`src/rtl/event_readout_framer_if.sv`:
```
// event_readout_framer_if: FIFO read, reset-handshake and framed output stream signals of the readout framer
interface event_readout_framer_if;
    logic fifo_empty;
    logic [15:0] dat;
    logic [1:0] word_type;
    logic fifo_rd;
    logic fifo_block_done;
    logic rst_req;
    logic rst_ack;
    logic [15:0] out_dat;
    logic out_last;
    logic out_valid;
    logic out_ready;
    logic [15:0] block_count;
    logic err;
    modport master (
        input fifo_empty, dat, word_type, rst_req, out_ready,
        output fifo_rd, fifo_block_done, rst_ack, out_dat, out_last, out_valid, block_count, err
    );
    modport slave (
        output fifo_empty, dat, word_type, rst_req, out_ready,
        input fifo_rd, fifo_block_done, rst_ack, out_dat, out_last, out_valid, block_count, err
    );
endinterface

```
`src/rtl/event_readout_framer.sv`:
```
// event_readout_framer: pops FWFT event FIFO words and re-emits them as framed valid/ready blocks
module event_readout_framer #(
    parameter int MAX_BLOCK_WORDS = 1024,
    parameter logic [15:0] FILL_WORD = 16'hDEAD
) (
    input logic clk_i,
    input logic rst_n_i,
    event_readout_framer_if.master bus
);
    localparam int CW = $clog2(MAX_BLOCK_WORDS + 1);
    typedef enum logic [2:0] {IDLE, STREAM, CLOSE, FLUSH, ACK} state_t;
    state_t state, state_nx;
    logic [CW-1:0] cnt, cnt_nx;
    logic [15:0] out_dat, dat_nx, block_count;
    logic out_valid, out_last, last_nx, err, set_err, load, pop, load_en, avail, accept;
    assign load_en = !out_valid || bus.out_ready;
    assign avail = load_en && !bus.fifo_empty;
    assign accept = out_valid && bus.out_ready;
    always_comb begin
        state_nx = state;
        cnt_nx = cnt;
        dat_nx = bus.dat;
        last_nx = 1'b0;
        load = 1'b0;
        pop = 1'b0;
        set_err = 1'b0;
        case (state)
            IDLE:
                if (bus.rst_req) state_nx = FLUSH;
                else if (avail) begin
                    pop = 1'b1;
                    load = bus.word_type[0];
                    last_nx = bus.word_type[1];
                    set_err = !bus.word_type[0] || (bus.word_type == 2'b01 && MAX_BLOCK_WORDS == 1);
                    if (bus.word_type == 2'b01) begin
                        cnt_nx = CW'(1);
                        state_nx = (MAX_BLOCK_WORDS == 1) ? CLOSE : STREAM;
                    end
                end
            STREAM:
                // a last word racing a reset request still completes its frame naturally
                if (avail && bus.word_type == 2'b10) begin
                    pop = 1'b1;
                    load = 1'b1;
                    last_nx = 1'b1;
                    state_nx = bus.rst_req ? FLUSH : IDLE;
                end else if (bus.rst_req || (!bus.fifo_empty && bus.word_type[0])) begin
                    set_err = !bus.rst_req;
                    state_nx = CLOSE;
                end else if (avail) begin
                    pop = 1'b1;
                    load = 1'b1;
                    cnt_nx = cnt + 1'b1;
                    if (cnt_nx == CW'(MAX_BLOCK_WORDS)) begin
                        set_err = 1'b1;
                        state_nx = CLOSE;
                    end
                end
            CLOSE:
                if (load_en) begin
                    load = 1'b1;
                    dat_nx = FILL_WORD;
                    last_nx = 1'b1;
                    state_nx = bus.rst_req ? FLUSH : IDLE;
                end
            FLUSH:
                if (!out_valid) begin
                    pop = !bus.fifo_empty;
                    state_nx = bus.fifo_empty ? ACK : FLUSH;
                end
            ACK: state_nx = bus.rst_req ? ACK : IDLE;
            default: state_nx = IDLE;
        endcase
    end
    always_ff @(posedge clk_i) begin
        if (!rst_n_i) begin
            state <= IDLE;
            cnt <= '0;
            out_valid <= 1'b0;
            out_last <= 1'b0;
            out_dat <= '0;
            block_count <= '0;
            err <= 1'b0;
        end else begin
            state <= state_nx;
            cnt <= cnt_nx;
            err <= err || set_err;
            out_valid <= load || (out_valid && !bus.out_ready);
            if (load) begin
                out_dat <= dat_nx;
                out_last <= last_nx;
            end
            if (accept && out_last) block_count <= block_count + 16'd1;
        end
    end
    assign bus.fifo_rd = pop;
    assign bus.fifo_block_done = rst_n_i && accept && out_last;
    assign bus.rst_ack = state == ACK && bus.rst_req;
    assign bus.out_dat = out_dat;
    assign bus.out_last = out_last;
    assign bus.out_valid = out_valid;
    assign bus.block_count = block_count;
    assign bus.err = err;
endmodule
```
`src/flat_wrapper.sv`:
```
// flat-port wrapper written by rule: the top's interface ports become plain ports
module event_readout_framer_flat 
#(
    parameter int MAX_BLOCK_WORDS = 1024,
    parameter logic [15:0] FILL_WORD = 16'hDEAD
)
  (clk_i, rst_n_i, bus_fifo_empty, bus_dat, bus_word_type, bus_rst_req, bus_out_ready, bus_fifo_rd, bus_fifo_block_done, bus_rst_ack, bus_out_dat, bus_out_last, bus_out_valid, bus_block_count, bus_err);
  event_readout_framer_if bus_i ();
  input logic clk_i;
  input logic rst_n_i;
  input wire logic [$bits(bus_i.fifo_empty)-1:0] bus_fifo_empty;
  input wire logic [$bits(bus_i.dat)-1:0] bus_dat;
  input wire logic [$bits(bus_i.word_type)-1:0] bus_word_type;
  input wire logic [$bits(bus_i.rst_req)-1:0] bus_rst_req;
  input wire logic [$bits(bus_i.out_ready)-1:0] bus_out_ready;
  output wire logic [$bits(bus_i.fifo_rd)-1:0] bus_fifo_rd;
  output wire logic [$bits(bus_i.fifo_block_done)-1:0] bus_fifo_block_done;
  output wire logic [$bits(bus_i.rst_ack)-1:0] bus_rst_ack;
  output wire logic [$bits(bus_i.out_dat)-1:0] bus_out_dat;
  output wire logic [$bits(bus_i.out_last)-1:0] bus_out_last;
  output wire logic [$bits(bus_i.out_valid)-1:0] bus_out_valid;
  output wire logic [$bits(bus_i.block_count)-1:0] bus_block_count;
  output wire logic [$bits(bus_i.err)-1:0] bus_err;
  assign bus_i.fifo_empty = bus_fifo_empty;
  assign bus_i.dat = bus_dat;
  assign bus_i.word_type = bus_word_type;
  assign bus_i.rst_req = bus_rst_req;
  assign bus_i.out_ready = bus_out_ready;
  assign bus_fifo_rd = bus_i.fifo_rd;
  assign bus_fifo_block_done = bus_i.fifo_block_done;
  assign bus_rst_ack = bus_i.rst_ack;
  assign bus_out_dat = bus_i.out_dat;
  assign bus_out_last = bus_i.out_last;
  assign bus_out_valid = bus_i.out_valid;
  assign bus_block_count = bus_i.block_count;
  assign bus_err = bus_i.err;
  event_readout_framer #(.MAX_BLOCK_WORDS(MAX_BLOCK_WORDS), .FILL_WORD(FILL_WORD)) u_core (.clk_i(clk_i), .rst_n_i(rst_n_i), .bus(bus_i));
endmodule
```
`config.mk`:
```
export PLATFORM = sky130hd
export DESIGN_NAME = event_readout_framer_flat
export DESIGN_NICKNAME = d
export VERILOG_FILES = /design/src/rtl/event_readout_framer_if.sv /design/src/rtl/event_readout_framer.sv /design/src/flat_wrapper.sv
export SDC_FILE = /design/constraint.sdc
export NUM_CORES = 1
export LEC_CHECK = 0
export ABC_AREA = 1
export BUFFER_PORTS_ARGS = -buffer_cell sky130_fd_sc_hd__buf_2
export CAP_MARGIN = 0
export CORE_ASPECT_RATIO = 1.2
export CORE_MARGIN = 2
export CORE_UTILIZATION = 40
export DETAILED_ROUTE_END_ITERATION = 10
export GPL_TIMING_DRIVEN = 0
export PLACE_DENSITY = 0.66
export SETUP_SLACK_MARGIN = 0.1
export SYNTH_ARGS = -nofsm -noshare
export SYNTH_HDL_FRONTEND = slang
export SYNTH_SLANG_ARGS = --single-unit
export TNS_END_PERCENT = 30
```
`constraint.sdc`:
```
create_clock -name clk_i -period 2.22 [get_ports clk_i]
set_input_delay 0.444 -clock clk_i [delete_from_list [all_inputs] [get_ports clk_i]]
set_output_delay 0.444 -clock clk_i [all_outputs]
set_load 0.05 [all_outputs]
```
==> flow_summary.json <==
{
  "vias": 2437,
  "p_seq_share_pct": 36.2,
  "slew_headroom_pct": 67.29,
  "wl_um": 5774,
  "io_pins": 61,
  "placed_cells": 497,
  "path_cells": "inv_2 > nor2_4 > nor2_4 > inv_2 > nor2_2 > o21ai_2 > nand2_1 > clkbuf_4",
  "ys_types": 36,
  "grt_pass1_vias": 2371,
  "internal-power_mw": 1.702,
  "grt_antenna_before_repair": 0,
  "fmax_mhz": 490.9,
  "finalSetupTns_ps": 0,
  "initial_core_util_pct": 41.85,
  "dieArea_um2": 7072,
  "clk_pin_slew_worst_paths_ps": 90,
  "crit_slowest_cell": "dfxtp_1",
  "wl_per_cell_um": 11.43,
  "finalCritPeriodShare_pct": 91.76,
  "r2r_slack_ps": 390,
  "cp_data_arrival_time_ps": 1590,
  "antenna_left": 0,
  "via_per_inst": 4.826,
  "worst_slew_pin_slew_ps": 490.7,
  "worst_path_dominant_cell_family": "flip-flops",
  "hold_path_class": "in -> reg",
  "cts_made_buffers": 5,
  "cts_resized": 1,
  "rsz0062_at_grt": "yes",
  "combPwrFrac_pct": 42.4,
  "power_frac_clock_pct": 21.4,
  "drive_gt1_share_pct": 27.19,
  "ys.flop_type": "dfxtp_1",
  "slew_viol_final": 0,
  "grt_max_degree": 17,
  "syn_area_per_cell_um2": 7.205,
  "worstPathMaxFanout": 4,
  "postCtsSetupRepairBufs": 0,
  "cp_num_buf_inv": 3,
  "hold_buffers": 0,
  "crit_type": "reg -> out",
  "irDropWorstVdd_v": 0.0006669,
  "fin_skew_ps": 9.470,
  "period_minus_slack_ps": 2037,
  "p_switching_mw": 1.366,
  "finalNonFillerCells": 505,
  "final_nets": 448,
  "diodes": 0,
  "htree_levels": 2,
  "start_kind": "flop",
  "syn_nets": 382,
  "grt_remaining_overflow": 0,
  "cts_tree": "yes",
  "core_area_um2": 6128,
  "die_x_um": 77.10,
  "post-route-util_pct": 50.35,
  "clk_latency_ps": 310,
  "max_cap_violations": 0,
  "port_buffers": 59,
  "setup_viol": 0,
  "postSynthCellCount": 356,
  "cts-root-buf": "clkbuf_8",
  "clockBufferDepth": 2,
  "slowest_delay_ps": 400,
  "netlist_area_um2": 2565,
  "synth_seq_area_share_pct": 38.24,
  "grt_first_pass_wirelength_um": 10160,
  "crit_required_ps": 1780,
  "end_kind": "output port",
  "finalHoldViolCount": 0,
  "synth_edf_count": 0,
  "fp-row-count": 31,
  "powerDensity_nw_per_um2": 994.2,
  "dr.pass1.iters": 4,
  "async_flop_share_pct": 0,
  "place_hpwl_um": 4466,
  "most-common-layout-cells": "87 x nand2_1, 58 x buf_2, 49 x dfxtp_1",
  "cts.sinks": 49,
  "first_iter_violations": 88,
  "gp_congestion": 0.8341,
  "grt_use_total_pct": 17.39,
  "drc": 0,
  "pre_cts_slack_ps": 47.49,
  "stdcell_area_um2": 3085,
  "static-leakage-power_nw": 1.320,
  "final.setup.worst_slack_ps": 182.9,
  "yosys_warnings": 0,
  "placed_area_um2": 2965,
  "synth-seq-cells": 49,
  "die_y_um": 91.72,
  "switching_share_pct": 44.52,
  "final_common_cell": "nand2_1",
  "area_growth_pct": 20.29,
  "status": "finished, final reports clean"
}
stage by stage:
stage	total power [mW]	hold slack, ps
2_1_floorplan	2.133	456.9
3_3_place_gp	2.413	442.6
3_5_place_dp	2.429	451.9
4_1_cts	3.082	391.8
5_1_grt	3.253	399.4
6_report	3.067	394.2
routing by layer:
| metal | vias up | track usage [%] | part of all wire, % |
|---|---|---|---|
| met5 | - | 0 | 0 |
| li1 | 1291 | - | - |
| met1 | 1087 | 19.73 | 44 |
| met2 | 49 | 31.51 | 50 |
| met4 | 0 | 5.952 | 1.6 |
| met3 | 10 | 4.429 | 4.8 |
Yosys cell counts, types with 2 or more instances:
| master | count | share of area, % |
|---|---|---|
| buf_4 | 2 | 0.59 |
| nand3_2 | 5 | 2.0 |
| a21oi_1 | 44 | 8.6 |
| o21ai_1 | 5 | 0.98 |
| nand2_2 | 4 | 0.98 |
| ha_1 | 3 | 1.5 |
| nand2_1 | 87 | 13 |
| xor2_1 | 2 | 0.68 |
| nand4_1 | 2 | 0.49 |
| nor3_2 | 4 | 1.6 |
| nand3_1 | 15 | 2.9 |
| nor2_4 | 7 | 3.1 |
| inv_2 | 5 | 0.73 |
| nand3b_1 | 4 | 1.2 |
| nor2_2 | 6 | 1.5 |
| nor3_1 | 6 | 1.2 |
| inv_1 | 33 | 4.8 |
| o21ai_0 | 24 | 4.7 |
| dfxtp_1 | 49 | 38 |
| nor2_1 | 28 | 4.1 |
| buf_6 | 2 | 0.88 |
| clkbuf_1 | 5 | 0.73 |
power groups by stage:
stage	combinational [mW]	clock (mW)	sequential (mW)
finish	1.30	0.657	1.11
global route	1.42	0.701	1.13
CTS	1.30	0.669	1.11
detailed placement	1.30	0	1.13
global placement	1.28	0	1.13
floorplan	0.608	0	1.52
sequential cells by signal (all words and copies together), names as in the netlist:
| signal | count |
|---|---|
| u_core.bus.out_last | 1 |
| u_core.bus.err | 1 |
| u_core.bus.block_count | 16 |
| u_core.state | 3 |
| u_core.bus.out_valid | 1 |
| u_core.bus.out_dat | 16 |
| u_core.cnt | 11 |
tightest hold or removal path: stages:
cell     delay, ps
buf_2          100
nand3_1         70
a21oi_1         50
layout make-up:
cell class / instances / area, um2
well taps: 82 / 102.6
clock inverters: 3 / 43.79
plain buffers: 9 / 58.81
inverters: 39 / 147.6
clock buffers: 5 / 68.82
multi-input cells: 259 / 1385
fillers: 657 / 3043
repair buffers: 59 / 297.8
flip-flops and latches: 49 / 980.9
final timing paths:
kind	start	to	cells past startpoint
max	u_core.bus.out_valid	bus_fifo_rd	8
min	bus_dat[8]	u_core.bus.out_dat[8]	3
max reg2reg	u_core.cnt[0]	u_core.state[0]	12
min reg2reg	u_core.bus.out_dat[0]	u_core.bus.out_dat[0]	2
kinds of logic after synthesis:
group,synth area share (%)
compound gates,15.51
buf+inv,7.951
xor+xnor,1.025
flops,38.24
fa+ha+maj,1.464
simple gates,35.81
Note: power is estimated with default switching activity, not from simulation.
